## config.mk

```make
export PLATFORM = sky130hd
export DESIGN_NAME = lms_sample_sequencer_flat
export DESIGN_NICKNAME = d
export VERILOG_FILES = /design/src/rtl/lms_sample_sequencer_if.sv /design/src/rtl/lms_sample_sequencer.sv /design/src/flat_wrapper.sv
export SDC_FILE = /design/constraint.sdc
export NUM_CORES = 1
export LEC_CHECK = 0
export CORE_MARGIN = 2
export CORE_UTILIZATION = 33
export DETAILED_ROUTE_END_ITERATION = 16
export HOLD_SLACK_MARGIN = 0.02
export PLACE_DENSITY = 0.68
export SLEW_MARGIN = 20
export SYNTH_ARGS = -nofsm -noshare
export SYNTH_HDL_FRONTEND = slang
export SYNTH_SLANG_ARGS = --single-unit
```

## constraint.sdc

```tcl
create_clock -name clk -period 2.1 [get_ports clk]
set_clock_uncertainty 0.2 [all_clocks]
set_input_delay 0.315 -clock clk [delete_from_list [all_inputs] [get_ports clk]]
set_output_delay 0.315 -clock clk [all_outputs]
set_load 0.03 [all_outputs]
```

## src/rtl/lms_sample_sequencer_if.sv

```systemverilog
// lms_sample_sequencer_if: codec, engine and control signals of the LMS sample sequencer.
interface lms_sample_sequencer_if #(parameter int CNT_W = 8);
    logic [1:0]       sample_end;
    logic [1:0]       sample_req;
    logic [15:0]      audio_input;
    logic [15:0]      audio_output;
    logic             bypass;
    logic             adapt_en;
    logic             filt_start;
    logic [15:0]      filt_d;
    logic [15:0]      filt_x;
    logic             filt_adapt;
    logic             filt_done;
    logic [15:0]      filt_err;
    logic             busy;
    logic [CNT_W-1:0] overrun_cnt;
    logic             timeout_flag;

    modport master (
        output sample_end, sample_req, audio_input, bypass, adapt_en, filt_done, filt_err,
        input  audio_output, filt_start, filt_d, filt_x, filt_adapt, busy, overrun_cnt, timeout_flag
    );
    modport slave (
        input  sample_end, sample_req, audio_input, bypass, adapt_en, filt_done, filt_err,
        output audio_output, filt_start, filt_d, filt_x, filt_adapt, busy, overrun_cnt, timeout_flag
    );
endinterface

```

## src/rtl/lms_sample_sequencer.sv

```systemverilog
// lms_sample_sequencer: pairs codec d/x samples, runs one LMS engine pass per frame and commits the error sample.
module lms_sample_sequencer #(
    parameter int TIMEOUT = 1024,
    parameter int CNT_W   = 8
) (
    input  logic                 clk,
    input  logic                 reset_n,
    lms_sample_sequencer_if.slave bus
);
    localparam int WD_W = $clog2(TIMEOUT);
    typedef enum logic [2:0] {COLLECT, START, BUSY, BYPASS, COMMIT} state_t;
    state_t           state, state_n;
    logic             d_ok, x_ok, pair, wd_exp, timeout_flag, filt_adapt;
    logic [15:0]      filt_d, filt_x, audio_output;
    logic [CNT_W-1:0] overrun_cnt;
    logic [WD_W-1:0]  wd;
    logic             unused_req;
    assign unused_req = ^bus.sample_req;
    assign pair   = state == COLLECT && (d_ok || bus.sample_end[1]) && (x_ok || bus.sample_end[0]);
    assign wd_exp = wd == WD_W'(TIMEOUT - 1);
    always_comb begin
        state_n = state;
        case (state)
            COLLECT: state_n = pair ? (bus.bypass ? BYPASS : START) : COLLECT;
            START:   state_n = BUSY;
            BUSY:    state_n = (bus.filt_done || wd_exp) ? COMMIT : BUSY;
            BYPASS:  state_n = COMMIT;
            default: state_n = COLLECT;
        endcase
    end
    always_ff @(posedge clk or negedge reset_n) begin
        if (!reset_n) begin
            state        <= COLLECT;
            d_ok         <= 1'b0;
            x_ok         <= 1'b0;
            filt_d       <= '0;
            filt_x       <= '0;
            filt_adapt   <= 1'b0;
            audio_output <= '0;
            overrun_cnt  <= '0;
            timeout_flag <= 1'b0;
            wd           <= '0;
        end else begin
            state <= state_n;
            if (state == COLLECT) begin
                if (bus.sample_end[1]) begin
                    filt_d <= bus.audio_input;
                    d_ok   <= 1'b1;
                end
                if (bus.sample_end[0]) begin
                    filt_x <= bus.audio_input;
                    x_ok   <= 1'b1;
                end
            end else if (|bus.sample_end && overrun_cnt != '1) begin
                overrun_cnt <= overrun_cnt + 1'b1;
            end
            // adapt_en is latched with the pair so filt_adapt is already valid alongside filt_start
            if (pair) filt_adapt <= bus.adapt_en;
            if (state == START) wd <= '0;
            if (state == BUSY) begin
                wd <= wd + 1'b1;
                if (bus.filt_done) audio_output <= bus.filt_err;
                else if (wd_exp) begin
                    audio_output <= filt_d;
                    timeout_flag <= 1'b1;
                end
            end
            if (state == BYPASS) audio_output <= filt_d;
            if (state == COMMIT) begin
                d_ok <= 1'b0;
                x_ok <= 1'b0;
            end
        end
    end
    assign bus.filt_start   = state == START;
    assign bus.busy         = state == START || state == BUSY;
    assign bus.filt_d       = filt_d;
    assign bus.filt_x       = filt_x;
    assign bus.filt_adapt   = filt_adapt;
    assign bus.audio_output = audio_output;
    assign bus.overrun_cnt  = overrun_cnt;
    assign bus.timeout_flag = timeout_flag;
endmodule

```

## src/flat_wrapper.sv

```systemverilog
// flat-port wrapper written by rule: the top's interface ports become plain ports
module lms_sample_sequencer_flat 
#(
    parameter int TIMEOUT = 1024,
    parameter int CNT_W   = 8
)
  (clk, reset_n, bus_sample_end, bus_sample_req, bus_audio_input, bus_bypass, bus_adapt_en, bus_filt_done, bus_filt_err, bus_audio_output, bus_filt_start, bus_filt_d, bus_filt_x, bus_filt_adapt, bus_busy, bus_overrun_cnt, bus_timeout_flag);
  lms_sample_sequencer_if #(.CNT_W(CNT_W)) bus_i ();
  input  logic clk;
  input  logic reset_n;
  input wire logic [$bits(bus_i.sample_end)-1:0] bus_sample_end;
  input wire logic [$bits(bus_i.sample_req)-1:0] bus_sample_req;
  input wire logic [$bits(bus_i.audio_input)-1:0] bus_audio_input;
  input wire logic [$bits(bus_i.bypass)-1:0] bus_bypass;
  input wire logic [$bits(bus_i.adapt_en)-1:0] bus_adapt_en;
  input wire logic [$bits(bus_i.filt_done)-1:0] bus_filt_done;
  input wire logic [$bits(bus_i.filt_err)-1:0] bus_filt_err;
  output wire logic [$bits(bus_i.audio_output)-1:0] bus_audio_output;
  output wire logic [$bits(bus_i.filt_start)-1:0] bus_filt_start;
  output wire logic [$bits(bus_i.filt_d)-1:0] bus_filt_d;
  output wire logic [$bits(bus_i.filt_x)-1:0] bus_filt_x;
  output wire logic [$bits(bus_i.filt_adapt)-1:0] bus_filt_adapt;
  output wire logic [$bits(bus_i.busy)-1:0] bus_busy;
  output wire logic [$bits(bus_i.overrun_cnt)-1:0] bus_overrun_cnt;
  output wire logic [$bits(bus_i.timeout_flag)-1:0] bus_timeout_flag;
  assign bus_i.sample_end = bus_sample_end;
  assign bus_i.sample_req = bus_sample_req;
  assign bus_i.audio_input = bus_audio_input;
  assign bus_i.bypass = bus_bypass;
  assign bus_i.adapt_en = bus_adapt_en;
  assign bus_i.filt_done = bus_filt_done;
  assign bus_i.filt_err = bus_filt_err;
  assign bus_audio_output = bus_i.audio_output;
  assign bus_filt_start = bus_i.filt_start;
  assign bus_filt_d = bus_i.filt_d;
  assign bus_filt_x = bus_i.filt_x;
  assign bus_filt_adapt = bus_i.filt_adapt;
  assign bus_busy = bus_i.busy;
  assign bus_overrun_cnt = bus_i.overrun_cnt;
  assign bus_timeout_flag = bus_i.timeout_flag;
  lms_sample_sequencer #(.TIMEOUT(TIMEOUT), .CNT_W(CNT_W)) u_core (.clk(clk), .reset_n(reset_n), .bus(bus_i));
endmodule
```

==> impl_metrics.ini <==
[layout]
num_antenna_cells = 0
multi_input_area_sq_um = 1330
ff_latch_area_sq_um = 1830
final_nets = 394
drive_gt1_share_pct = 33.4
postLayoutCellArea_sq_um = 4790
syn2layout_area_growth_pct = 49.7
n_fill_cell = 830

[routing]
routed_wl_microns = 7500
dr.first_iter.drc_count = 51
detail_route.wl_per_cell_microns = 15.5
drt-vias-per-instance = 4.71
ant_nets = 0
drc = 0
dr.pass1.iters = 4
vias = 2282

[critical_path]
cpPeakStageDelay_ps = 420
startpoint_type = register
crit_required_ps = 2110
crit_top_cell = buf_4
crit_buf_inv = 3
endpoint_kind = register
crit_family = simple AND/OR/NAND/NOR gates
worstSetupPathType = register to register
r2r_slack_ps = 40
worst_path_max_delay_cell = dfrtp_2
r2r_start = u_core.state[0]
crit_chain = buf_4 > buf_4 > nor3_1 > and2_1 > buf_12 > mux2_2
path_max_fanout = 16
r2r_cells = 6
r2r-end = u_core.bus.filt_x[10]
worstPathArrival_ps = 2070

[clock_network]
clock-root-buffer = clkbuf_8
cts.sinks = 73
clk_pin_slew_ps = 70
cts_buffer_depth = 2
clk_latency_ps = 330
cts_tree = done
cts_buffers = 9
htreeDepth = 3

[timing]
tightest_slew_ps = 457
setup-tns-final_ps = 0
whs_ps = 268
drv_slew = 0
finalHoldViolations = 0
fin_crit_sh_pct = 98.0
slew_headroom_pct = 69.5
grt_setup_unrepaired = true
fmax_mhz = 486
period_needed_ps = 2060
setup_viol = 0

[die]
fp.dieW_microns = 102
die_y_microns = 102
fp.coreArea_sq_um = 9330
io_pins = 101
die-area_sq_um = 10500
rows = 35
start_util_pct = 34.3

[power]
powerDensity_nw_per_um2 = 1680
p_leak_nw = 2.07
peakVddDrop_uv = 811

[yosys]
ys_seq_area_share_pct = 57.1
synth.avg_cell_area_sq_um = 13.9
synthCells = 230
ys_types = 38
syn_area_sq_um = 3200
synth_warnings = 0
ys_ff_latch = 73
yosysTopAreaCellShare_pct = 57.1
synthesis.nets = 273
synth_top_area_cell = dfrtp_1
synthTopCellsByArea = dfrtp_1 57%, mux2_2 20%, mux2_4 4.2%

[global_routing]
grt_util_all_layers_pct = 14.4
grt-ovfl-total = 0
grt_antenna_before_repair = 0
grt_max_degree = 40
grt_pass1_wl_microns = 11500
first_global_vias = 2350

[place]
hpwl_microns = 5030
dpl_cell_area_sq_um = 4420
gp_congestion = 0.793
portBuffers = 98

[job]
drv_cap = 0

[hold_path]
holdCritPathClass = primary input to asynchronous set/reset pin

[outcome]
status = complete, no violations
## metal layers
metal / up-vias / track usage (%) / routed length, microns
li1: 1076 / - / -
met1: 1124 / 18.3 / 3290
met2: 72 / 23.2 / 3680
met3: 10 / 4.38 / 442
met4: 0 / 5.33 / 89
met5: - / 0 / 0
## kinds of logic after synthesis
logic type      count (synthesis)  synth area share [%]
compound gates                 26                  5.71
xor+xnor                        7                  1.92
fa+ha+maj                       2                 0.782
buf+inv                        13                  2.46
flops                          73                  57.1
mux                            69                  25.2
simple gates                   40                  6.77
## where the power goes
part	internal [mW]	switching (mW)	leakage, nW	total (mW)
combinational	2.16	2.15	1.07	4.32
sequential	2.04	0.434	0.885	2.47
clock	0.730	0.500	0.115	1.23
total	4.93	3.09	2.07	8.02
## area by class of cell
type                    count  area share, %
inverters                   4          0.366
multi-input cells         144           27.8
clock inverters             5           1.62
well taps                 129           3.37
repair buffers            119           25.4
flip-flops and latches     73           38.2
clock buffers              11           3.16
## Yosys cell counts, drive strengths merged
| cell | instances |
|---|---|
| dfrtp | 73 |
| nand2b | 1 |
| o21ai | 7 |
| o221a | 1 |
| a21o | 2 |
| nand3b | 1 |
| nor2 | 7 |
| a31oi | 1 |
| o31ai | 2 |
| buf | 7 |
| a221o | 1 |
| or3b | 1 |
| inv | 4 |
| o311ai | 1 |
| and3 | 3 |
| nand2 | 11 |
| and2 | 2 |
| clkbuf | 2 |
| or3 | 2 |
| o32a | 1 |
| xnor2 | 4 |
| xor2 | 3 |
| nor3b | 1 |
| nand3 | 3 |
| ha | 2 |
| nand4 | 4 |
| nor3 | 4 |
| o41ai | 1 |
| o211ai | 4 |
| a22o | 1 |
| a21oi | 4 |
| mux2i | 3 |
| mux2 | 66 |
## stage by stage
step | power [mW] | setup WS (ps) | utilization, % | std cells
detailed placement | 6.67 | 50.4 | 47.4 | 460
global route | 8.49 | -5.22 | 51.3 | 485
global placement | 6.59 | 75.5 | 47.4 | 460
floorplan | 4.97 | 38.0 | - | 230
CTS | 7.99 | 27.9 | 50.3 | 480
finish | 8.02 | 41.2 | 51.3 | 485
## state kept, by name, indices dropped and copies added, names as in the netlist
register,count
u_core.state,3
u_core.bus.filt_d,16
u_core.bus.audio_output,16
u_core.bus.overrun_cnt,8
u_core.x_ok,1
u_core.bus.filt_adapt,1
u_core.bus.timeout_flag,1
u_core.wd,10
u_core.d_ok,1
u_core.bus.filt_x,16
## layout by cell type, fill, tap and decap left out, drive strengths merged
| cell type | n |
|---|---|
| or3b | 1 |
| clkinvlp | 1 |
| dlygate4sd3 | 1 |
| nor3b | 1 |
| ha | 2 |
| clkinv | 2 |
| buf | 22 |
| o21ai | 7 |
| xor2 | 3 |
| bufinv | 2 |
| o32a | 1 |
| inv | 4 |
| a22o | 1 |
| nor3 | 4 |
| nand2b | 1 |
| nand4 | 4 |
| nand2 | 11 |
| nand3b | 1 |
| o41ai | 1 |
| o221a | 1 |
| dfrtp | 73 |
| nor2 | 7 |
| clkbuf | 12 |
| o211ai | 4 |
| a31oi | 1 |
| clkdlybuf4s50 | 95 |
| mux2 | 66 |
| and2 | 2 |
| a21o | 2 |
| or3 | 2 |
| o311ai | 1 |
| o31ai | 2 |
| xnor2 | 4 |
| mux2i | 3 |
| nand3 | 3 |
| and3 | 3 |
| a221o | 1 |
| a21oi | 4 |
## how the worst max path moves through the flow
stage | startpoint | endpoint | slack [ps] | cells after the start
2_1_floorplan | u_core.state[0] | u_core.bus.audio_output[10] | 40 | 6
3_5_place_dp | u_core.wd[0] | u_core.bus.audio_output[6] | 50 | 6
4_1_cts | u_core.state[2] | u_core.bus.audio_output[10] | 30 | 6
3_3_place_gp | bus_filt_done | u_core.bus.audio_output[14] | 80 | 5
6_report | u_core.state[0] | u_core.bus.filt_x[10] | 40 | 6
5_1_grt | u_core.state[0] | u_core.bus.filt_x[4] | -5 | 6
## timing repair
item                                    CTS  global route
endpoints found under the setup margin    1            17
gates resized for setup                   3            11
hold buffers                              1             0
pin swaps                                 0             1
buffers inserted                          3             4
endpoints found under the hold margin    34             0
cloned                                    0             1
Note: power is estimated with default switching activity, not from simulation.
